**src/rtl/spart_frame_tx_if.sv**
```systemverilog
// rtl/spart_frame_tx_if.sv - Requester handshakes and SPART FIFO write port for spart_frame_tx
interface spart_frame_tx_if #(
  parameter int N_NIB = 15
);
  logic               req0;
  logic [4*N_NIB-1:0] payload0;
  logic               ack0;
  logic               req1;
  logic [4*N_NIB-1:0] payload1;
  logic               ack1;
  logic               busy;
  logic               full;
  logic               send;
  logic [7:0]         fifo_data;

  modport master (
    input  req0, payload0, req1, payload1, full,
    output ack0, ack1, busy, send, fifo_data
  );

  modport slave (
    output req0, payload0, req1, payload1, full,
    input  ack0, ack1, busy, send, fifo_data
  );
endinterface

```
**src/rtl/spart_frame_tx.sv**
```systemverilog
// rtl/spart_frame_tx.sv - Round-robin frame scheduler writing nibble-tagged bytes into the SPART TX FIFO
module spart_frame_tx #(
  parameter int         N_NIB     = 15,
  parameter logic [7:0] TERM_BYTE = 8'hF0
) (
  input logic              clk,
  input logic              rst,
  spart_frame_tx_if.master bus
);
  localparam logic [1:0] IDLE = 2'd0;
  localparam logic [1:0] SEND = 2'd1;
  localparam logic [1:0] TERM = 2'd2;
  localparam logic [1:0] DONE = 2'd3;
  localparam logic [3:0] LAST_IDX = 4'(N_NIB - 1);

  logic [1:0]         state;
  logic [3:0]         idx;
  logic [4*N_NIB-1:0] frame;
  logic               grant;
  logic               last_grant;
  logic               ack0_q;
  logic               ack1_q;
  logic               pick;

  // On a tie the requester that did not win last time is chosen.
  always_comb begin
    pick = 1'b0;
    if (bus.req0 && bus.req1) pick = ~last_grant;
    else if (bus.req1)        pick = 1'b1;
  end

  always_ff @(posedge clk) begin
    if (rst) begin
      state      <= IDLE;
      idx        <= 4'd0;
      frame      <= '0;
      grant      <= 1'b0;
      last_grant <= 1'b1;
      ack0_q     <= 1'b0;
      ack1_q     <= 1'b0;
    end else begin
      ack0_q <= 1'b0;
      ack1_q <= 1'b0;
      case (state)
        IDLE: begin
          if (bus.req0 || bus.req1) begin
            frame <= pick ? bus.payload1 : bus.payload0;
            idx   <= 4'd0;
            grant <= pick;
            state <= SEND;
          end
        end
        SEND: begin
          // Shifting keeps the nibble for the current tag in the top slot.
          if (!bus.full) begin
            frame <= frame << 4;
            idx   <= idx + 4'd1;
            if (idx == LAST_IDX) state <= TERM;
          end
        end
        TERM: begin
          if (!bus.full) begin
            ack0_q <= ~grant;
            ack1_q <= grant;
            state  <= DONE;
          end
        end
        DONE: begin
          last_grant <= grant;
          state      <= IDLE;
        end
        default: state <= IDLE;
      endcase
    end
  end

  always_comb begin
    bus.send      = 1'b0;
    bus.fifo_data = 8'h00;
    case (state)
      SEND: begin
        bus.send      = ~bus.full;
        bus.fifo_data = {idx, frame[4*N_NIB-1 -: 4]};
      end
      TERM: begin
        bus.send      = ~bus.full;
        bus.fifo_data = TERM_BYTE;
      end
      default: ;
    endcase
  end

  assign bus.busy = (state != IDLE);
  assign bus.ack0 = ack0_q;
  assign bus.ack1 = ack1_q;
endmodule

```
**src/flat_wrapper.sv**
```systemverilog
// flat-port wrapper written by rule: the top's interface ports become plain ports
module spart_frame_tx_flat 
#(
  parameter int         N_NIB     = 15,
  parameter logic [7:0] TERM_BYTE = 8'hF0
)
  (clk, rst, bus_req0, bus_payload0, bus_req1, bus_payload1, bus_full, bus_ack0, bus_ack1, bus_busy, bus_send, bus_fifo_data);
  spart_frame_tx_if #(.N_NIB(N_NIB)) bus_i ();
  input logic clk;
  input logic rst;
  input wire logic [$bits(bus_i.req0)-1:0] bus_req0;
  input wire logic [$bits(bus_i.payload0)-1:0] bus_payload0;
  input wire logic [$bits(bus_i.req1)-1:0] bus_req1;
  input wire logic [$bits(bus_i.payload1)-1:0] bus_payload1;
  input wire logic [$bits(bus_i.full)-1:0] bus_full;
  output wire logic [$bits(bus_i.ack0)-1:0] bus_ack0;
  output wire logic [$bits(bus_i.ack1)-1:0] bus_ack1;
  output wire logic [$bits(bus_i.busy)-1:0] bus_busy;
  output wire logic [$bits(bus_i.send)-1:0] bus_send;
  output wire logic [$bits(bus_i.fifo_data)-1:0] bus_fifo_data;
  assign bus_i.req0 = bus_req0;
  assign bus_i.payload0 = bus_payload0;
  assign bus_i.req1 = bus_req1;
  assign bus_i.payload1 = bus_payload1;
  assign bus_i.full = bus_full;
  assign bus_ack0 = bus_i.ack0;
  assign bus_ack1 = bus_i.ack1;
  assign bus_busy = bus_i.busy;
  assign bus_send = bus_i.send;
  assign bus_fifo_data = bus_i.fifo_data;
  spart_frame_tx #(.N_NIB(N_NIB), .TERM_BYTE(TERM_BYTE)) u_core (.clk(clk), .rst(rst), .bus(bus_i));
endmodule
```
**config.mk**
```make
export PLATFORM = sky130hd
export DESIGN_NAME = spart_frame_tx_flat
export DESIGN_NICKNAME = d
export VERILOG_FILES = /design/src/rtl/spart_frame_tx_if.sv /design/src/rtl/spart_frame_tx.sv /design/src/flat_wrapper.sv
export SDC_FILE = /design/constraint.sdc
export NUM_CORES = 1
export LEC_CHECK = 0
export CAP_MARGIN = 10
export CORE_MARGIN = 1
export CORE_UTILIZATION = 50
export CTS_CLUSTER_SIZE = 8
export DETAILED_ROUTE_END_ITERATION = 16
export PLACE_DENSITY = 0.84
export RECOVER_POWER = 100
export SLEW_MARGIN = 40
export SYNTH_ARGS = -nofsm -noshare
export SYNTH_HDL_FRONTEND = slang
export SYNTH_SLANG_ARGS = --single-unit
```
**constraint.sdc**
```tcl
create_clock -name clk -period 2.85 [get_ports clk]
set_clock_uncertainty 0.15 [all_clocks]
set_input_delay 0.285 -clock clk [delete_from_list [all_inputs] [get_ports clk]]
set_output_delay 0.285 -clock clk [all_outputs]
set_load 0.005 [all_outputs]
```
Word level (Yosys, flattened, before mapping)
Cells that the tools add are included.

word-level totals
  register bits after elaboration = 70
  input port bits = 125
  output and inout port bits = 12
  word-level logic and storage cells = 46

operators by class
  add/sub/neg operators = 1
  equal/unequal tests = 8
  multiplexer cells = 16
  bitwise operators = 4
  reduce and logical (&&, ||, !) cells = 10

operator list
  kind                                                  number
  two-way mux 60 bit                                    3
  case mux 60 bit (2 select lines)                      1
  case mux 8 bit (2 select lines)                       1
  two-way mux 2 bit                                     4
  two-way mux 4 bit                                     2
  case mux 2 bit (4 select lines)                       1
  case mux 4 bit (2 select lines)                       1
  adder 4 x 1 -> 4 bit (second input constant)          1
  equality test 2 bit (second input constant)           2
  equality test 4 bit (second input constant)           1
  != test 2 x 1 -> 1 bit (second input constant)        2
  != test 2 bit (second input constant)                 2
  inverter 1 bit                                        4
  AND reduction 4 bit                                   1
  nonzero test 2 bit                                    2
  two-way mux 1 bit                                     3
  AND reduction 3 bit                                   1
  OR reduction 3 bit                                    1
  equality test 2 x 1 -> 1 bit (second input constant)  1
  logical NOT 2 bit                                     1
  AND reduction 2 bit                                   1
  OR reduction 2 bit                                    1
  logical AND 1 bit                                     1
  logical OR 1 bit                                      1

Depth between registers and ports, before layout
Gate-level depths: netlist (run 1).

  depth in word-level cells = 5
  mapped depth = 10
  mapped depth without buffers = 6

Least setup slack after synthesis (run 1)
No wires, ideal clock.

  path type = register to register
  start = reg u_core.state[0]
  end = reg u_core.frame[10]
  library setup time = 58 ps
  arrival time = 1708 ps
  required time = 2642 ps
  slack = 933 ps
  stages on the path, launching flop included = 9
  path buffers = 2
  clock period less this slack = 1917 ps
  path through = dfxtp_1 -> inv_1 -> ha_1 -> or3b_4 -> nand3_2 -> buf_6 -> buf_6 -> a2111oi_1 -> a31o_2

on the way
  word-level cells in the longest chain between the ends = 3
  elaborated cells on any way between the ends = 7
  those cells by class = 3 x eq/ne; 1 x mux; 3 x reduce/logical

ends and longest elaborated chain
  element                                                            RTL line              text
  start, declared                                                    spart_frame_tx.sv:16  logic [1:0] state;
  start signal, assigned                                             spart_frame_tx.sv:34  state <= IDLE;
  start signal, assigned                                             spart_frame_tx.sv:50  state <= SEND;
  start signal, assigned                                             spart_frame_tx.sv:58  if (idx == LAST_IDX) state <= TERM;
  equality test 2 x 1 -> 1 bit or logical NOT 2 bit (tied branches)  spart_frame_tx.sv:44  case (state)
  != test 2 bit (no line), or another cell as far along              -
  AND reduction 3 bit (no line)                                      -
  end signal, assigned                                               spart_frame_tx.sv:47  frame <= pick ? bus.payload1 : bus.payload0;
  end signal, assigned                                               spart_frame_tx.sv:56  frame <= frame << 4;
  end, declared                                                      spart_frame_tx.sv:18  logic [4*N_NIB-1:0] frame;

Several ways; a longest one is shown, not always the timed one.
A chain may end at the register's enable or synchronous reset.

Worst setup path after layout (run 1)
  start = reg u_core.state[0]
  end = reg u_core.frame[20]

The elaborated chain is that of the path after synthesis.

==> results list, run 1 <==
* Status: finished with violations
- Violations in the final reports: capacitance limit, slew limit
- Counting every instance in the synthesized netlist gives 479.
- Most common cell after layout, fill and taps aside: sky130_fd_sc_hd__clkdlybuf4s50_1
- The max-slew violation count was 41.
* Reg2Reg Setup Slack: 270 ps
- Layout cell share with drive strength beyond 1: 8.16%
* Height of the chip: 91.8 um
- At the later pin of the worst-skew pair, clock insertion delay measures 340 ps.
- Synthesis warning total: 0
* Num rows: 32
* Post-Route Setup TNS: 0 ps
- For this run, the post-layout net count is 717.
- The worst setup path is captured at a register.
* Worst reg2reg path startpoint: u_core.state[0]$_SDFFE_PP0P_
- CTS tree: built
- Number of buffers and inverters on the critical path: 2
- The tightest min-delay check is of the register to register type.
* Routability congestion estimate from global placement: 0.847
- Once detail routing completed, the nets flagged for antenna violations numbered 0.
- Overall overflow remaining after global route: 0
- Most common flop cell mapped by yosys: sky130_fd_sc_hd__dfxtp_1
- Number of buffers inserted by post-CTS setup repair: 0
- For the pin with the worst max-slew slack, the measured transition is 1600 ps.
* Diode count: 0
* Syn nets: 611
- 137 I/O pins were placed.
- Growth of design area from synthesis to finish: 37.1%
- The library cells used most frequently in the layout, excluding fill and tap cells, are 123 x sky130_fd_sc_hd__clkdlybuf4s50_1, 70 x sky130_fd_sc_hd__dfxtp_1, 66 x sky130_fd_sc_hd__a21oi_1.
- Of all flip-flops after synthesis, the portion carrying an async set or reset was 0%.
* Clock root cell: sky130_fd_sc_hd__clkbuf_8
- Aggregate routed wire length: 11300 um
- The die covers 8430 um^2.
- The detailed router placed 4078 vias in this run.
* Cell area after technology mapping: 4030 um^2
- Number of gates given a new drive strength after cts: 0
* Via count normalized by instance count: 5.91
- Setup repair after global routing left no endpoint under its margin.
- # Max-Cap Violations: 1
- The netlist uses 39 different library cells.
- Critical path peak fanout: 61
- Number of enable-type register cells in the synthesized netlist: 0
- Effective utilization at floorplan: 51.9%
- Kind of cell adding the most delay to the critical path: buffers and inverters
- Width of the die: 91.8 um
* Kind of critical path: register to register
- Detailed placement HPWL: 7660 um
* Maximum number of pins on one net before global-route repair: 69
* Part of the cycle the worst path needs: 90.5%
* Placement Cell Area: 5390 um^2
* Count of TritonRoute iterations in the first routing pass: 5
* Number of buffers on the longest clock path: 2
- Summed over all cells, the static leakage comes to 0.00215 uW.
* Sink Count: 70
* Post-CTS Hold Buffers: 0
- The signal on the critical path passes through inv_1 > ha_1 > or2_2 > nand3_4 > buf_4 > a2111oi_0 > a31o_2.
- Largest vdd supply drop: 539 uV
- The number of global-route vias before repair came to 3712.
* Port Buf Inserts: 136
- Global-route wire length before repair: 18000 um
- The first routing iteration left 222 violations.
- CTS buffer count: 9
- The number of hold violations in the final report is 0.
* Crit-path slowest cell: sky130_fd_sc_hd__buf_4
* Area of all placed cells without fillers: 5530 um^2
* Post-placement cell count: 676
- At the worst endpoint, the required time is 2940 ps.
* Placeable core area: 7770 um^2
* # setup viols final: 0
- Share of the yosys chip area belonging to registers: 34.8%
- Total area of sequential cells: 1400 um^2
* Worst setup startpoint: u_core.state[0]$_SDFFE_PP0P_
- Critical Path Start Type: register
* Worst rel slew slack: -6.75%
- Clock-pin slew was measured on the worst setup and hold paths at 70 ps.
- Layout fillers: 624
* HP Start: u_core.frame[59]$_SDFFE_PP0P_
* Post-layout min period: 2580 ps
- DRC violations left: 0
- Data on the critical path arrives at its endpoint at 2670 ps.
- Routed wirelength normalized by instance count: 16.4 um
- The initial antenna violation count is 0.
* Power density normalized to cell area: 861 nW/um^2
* Area taken by multi-input logic gates: 2350 um^2
- The synthesized design contains 70 register bits.
- For this run, the total global-route usage over all layers was measured as 26.7%.
* Final std cells w/o fill: 690
* Timing-limited maximum frequency: 388 MHz
- Longest individual stage delay on the worst path: 480 ps
- CTS built an H-tree with a depth of 3.
* Avg Cell Area, Syn: 8.42 um^2
==> metal layers <==
layer  vias up  track usage [%]  part of all wire (%)
met5         -                0                     0
met4         0             10.0                   1.6
met3        14             4.98                   7.7
met2       171             43.1                    47
met1      1899             35.5                    44
li1       1994                -                     -
==> stage by stage <==
stage               hold slack, ps  util [%]  power [uW]  setup slack [ps]
CTS                            312      71.4        4820               328
global placement               292      69.4        4040               344
detailed placement             296      69.4        4130               262
finish                         318      71.1        4760               272
floorplan                      211         -        3490               933
global route                   334      71.1        5100               134
==> state kept, by name, indices dropped and copies added, names as in the netlist <==
register,flops
u_core.frame,60
u_core.idx,4
u_core.state,2
u_core.bus.ack0,1
u_core.bus.ack1,1
u_core.grant,1
u_core.last_grant,1
==> worst min-delay path, cell delays in order, from the launching register on <==
cell and delay (ps):
sky130_fd_sc_hd__dfxtp_1 310, sky130_fd_sc_hd__nand2_1 50, sky130_fd_sc_hd__a21oi_1 60
==> synth_stat cells (all sizes together) (2+ instances only) <==
library cell,count,area [um^2]
dfxtp,70,1400
a21oi,66,330
nand2,65,244
nor2b,61,382
a31o,53,464
a2111oi,52,460
buf,32,211
clkbuf,20,75.1
ha,7,87.6
nor2,7,26.3
and3,6,37.5
inv,6,22.5
mux2i,5,50.1
a211o,4,35.0
o2bb2ai,4,35.0
nand4,3,18.8
nand3,2,15.0
xor2,2,17.5
==> worst paths after layout <==
check,end,cells after the start
setup / recovery,u_core.frame[20]$_SDFFE_PP0P_,7
hold / removal,u_core.frame[59]$_SDFFE_PP0P_,2
setup reg to reg,u_core.frame[20]$_SDFFE_PP0P_,7
hold reg to reg,u_core.frame[59]$_SDFFE_PP0P_,2
==> power breakdown <==
part,switching (uW),leakage [uW],internal (uW),total [uW]
Combinational,1270,0.00149,1100,2370
Clock,359,0.0000821,328,687
Sequential,264,0.000576,1440,1700
==> cell type report <==
| class | instances | area share [%] |
|---|---|---|
| clock inverter | 2 | 0.181 |
| timing repair buffer | 147 | 26.6 |
| sequential | 70 | 25.4 |
| clock buffer | 12 | 2.63 |
| inverter | 6 | 0.453 |
| multi-input combinational | 351 | 42.5 |
| tap | 102 | 2.31 |
==> cell families (layout without fill, tap and decap cells) <==
logic type | count (synthesis) | count (layout) | share of synthesized area [%]
xor+xnor | 2 | 2 | 0.435
compound gates | 187 | 187 | 34.5
flops | 70 | 70 | 34.8
simple gates | 150 | 150 | 19.2
mux | 5 | 5 | 1.24
fa+ha+maj | 7 | 7 | 2.17
buf+inv | 58 | 167 | 7.67
Power figures use the tool's default switching activity.
==> run 2: changes to the inputs <==
--- a/config.mk
+++ b/config.mk
@@ -6,12 +6,12 @@
 export NUM_CORES = 1
 export LEC_CHECK = 0
 export CAP_MARGIN = 10
-export CORE_MARGIN = 1
 export CORE_UTILIZATION = 50
 export CTS_CLUSTER_SIZE = 8
 export DETAILED_ROUTE_END_ITERATION = 16
 export PLACE_DENSITY = 0.84
 export RECOVER_POWER = 100
+export SETUP_SLACK_MARGIN = 0.5
 export SLEW_MARGIN = 40
 export SYNTH_ARGS = -nofsm -noshare
 export SYNTH_HDL_FRONTEND = slang
==> results list, run 2 (same netlist as run 1, synthesis figures left out) <==
- Status: finished with violations
- Violations in the final reports: capacitance limit, slew limit
* Arrival time worst endpoint: 2070 ps
- The largest single stage delay on the critical path is 590 ps.
- After layout, the minimum clock period comes to 2500 ps.
- In the final layout, the registers with the most flip-flops are u_core.frame: 60 flops, u_core.idx: 4 flops, u_core.state: 2 flops.
- The first detailed-routing pass took 4 iterations.
* GRT Util Overall: 26.7%
- The startpoint identified for the worst hold timing path is u_core.frame[59]$_SDFFE_PP0P_.
- Power density normalized to cell area: 873 nW/um^2
- Sink Count: 70
- Vias in the first global route: 3717
- Commonest non-fill, non-tap cells in the layout: 126 x sky130_fd_sc_hd__clkdlybuf4s50_1, 69 x sky130_fd_sc_hd__dfxtp_1, 66 x sky130_fd_sc_hd__a21oi_1
* Hold crit path type: register to register
- Antenna Nets Post-Route: 0
- Net count reported at finish: 718
- Growth of design area from synthesis to finish: 38.7%
- The core region is 7770 um^2.
* Count of endpoints failing hold in the final timing report: 0
- Largest Register: u_core.frame
* Overall Power: 4880 uW
- In this design, the largest share of critical-path delay is due to buffers and inverters.
- The floorplan has 32 rows.
- RSZ-0062 raised after global routing: yes
* Number of buffers and inverters on the critical path: 2
- CP cell instances: inv_2 > ha_1 > nor2b_1 > dlygate4sd3_1
- The number of antenna diodes in the final layout is 0.
* # setup viols final: 0
- TritonCTS built the clock tree.
- Clock transition at the registers of the reported paths: 70 ps
* DRC violations left: 0
* Port Buf Inserts: 136
* Via count normalized by instance count: 5.95
- H-tree Lvls: 3
- Data on the critical path is required at its endpoint by 2410 ps.
- Number of flip-flops in the largest register: 60
* Worst setup startpoint: u_core.state[1]$_SDFFE_PP0P_
- The critical path is of the register to output pin type.
- The later pin in the worst-skew pair is clocked with a latency of 350 ps.
- Worst Max-Slew Pin Slew: 1710 ps
- Worst reg2reg path startpoint: u_core.state[1]$_SDFFE_PP0P_
- The library cell used most frequently in the layout, excluding fill and tap cells, is sky130_fd_sc_hd__clkdlybuf4s50_1.
- Aggregate routed wire length: 11500 um
* Effective utilization at floorplan: 51.9%
* Width of the die: 91.8 um
- Total number of vias: 4111
- Height of the chip: 91.8 um
- Leakage power of the design: 0.00215 uW
- Routed wirelength normalized by instance count: 16.7 um
- Global-route wire length before repair: 18100 um
- Buffers inserted to repair hold after CTS numbered 0.
* Critical Path Start Type: register
- In this run the tightest slew margin relative to its limit is -13.9%.
- Element type at the critical path end: output pin
- Detailed placement HPWL: 7660 um
- Entering global routing, the biggest net connects 69 pins.
* Timing-limited maximum frequency: 399 MHz
- Boundary pin count: 137
- Number of buffers on the longest clock path: 2
- Layout Utilization: 72.0%
- The tree is rooted in a sky130_fd_sc_hd__clkbuf_8.
- The initial antenna violation count is 0.
* Routability congestion estimate from global placement: 0.847
* Crit-path slowest cell: sky130_fd_sc_hd__dlygate4sd3_1
- Critical path peak fanout: 10
- Die area: 8430 um^2
* # Max-Cap Violations: 1
- Largest vdd supply drop: 555 uV
- Post-Route Setup TNS: 0 ps
* Overall overflow remaining after global route: 0
- Layout cell share with drive strength beyond 1: 9.51%
* Total count of max-transition violations in the final report: 55
- The layout has 610 filler cells.
* Violation count after the first detailed-route iteration: 240
- CTS buffer count: 9
- Part of the cycle the worst path needs: 87.8%
## run 2: final cells by class
class / count / area, um^2 / area share, %
Timing Repair Buffer: 148 / 1490 / 26.6
Multi-Input combinational cell: 351 / 2390 / 42.8
Clock buffer: 12 / 145 / 2.60
Clock inverter: 2 / 10.0 / 0.179
Inverter: 6 / 22.5 / 0.403
Tap cell: 102 / 128 / 2.28
Sequential cell: 70 / 1400 / 25.1
## run 2: through the flow
step	std cells	hold WS [ps]	worst slack, ps	cell area, um^2
after floorplan	479	211	933	4030
after global placement	676	292	344	5390
after detailed placement	676	296	262	5390
after CTS	690	312	469	5560
after global routing	691	334	211	5590
final	691	313	346	5590
## run 2: layer usage
layer	GRT usage, %	vias up	wire length, um
met2	43.0	160	5430
met4	10.0	0	160
met5	0	-	0
met3	4.98	14	912
met1	35.7	1940	5030
li1	-	1997	-
## run 2: repair_timing
action	CTS	global route
pin swaps	0	1
gates cloned	0	0
endpoints found under the setup margin	12	19
buffers inserted	0	1
resized for setup	4	20
## run 2: report_power, final
part	switching (uW)	total, uW	internal, uW
Combinational	1320	2490	1170
Clock	362	690	328
Sequential	268	1700	1440
## run 2: worst paths after layout
check,end,slack (ps),depth (start not counted)
setup / recovery,bus_fifo_data[6],350,4
hold / removal,u_core.frame[59]$_SDFFE_PP0P_,310,2
setup reg to reg,u_core.frame[9]$_SDFFE_PP0P_,420,8
hold reg to reg,u_core.frame[59]$_SDFFE_PP0P_,310,2
## run 2: worst register-to-register path, stage by stage (launching register included)
cell,delay [ps]
sky130_fd_sc_hd__dfxtp_1,420
sky130_fd_sc_hd__inv_2,100
sky130_fd_sc_hd__ha_4,210
sky130_fd_sc_hd__buf_4,190
sky130_fd_sc_hd__nand2_1,180
sky130_fd_sc_hd__nand3_4,150
sky130_fd_sc_hd__clkbuf_2,330
sky130_fd_sc_hd__a2111oi_0,480
sky130_fd_sc_hd__a31o_2,160
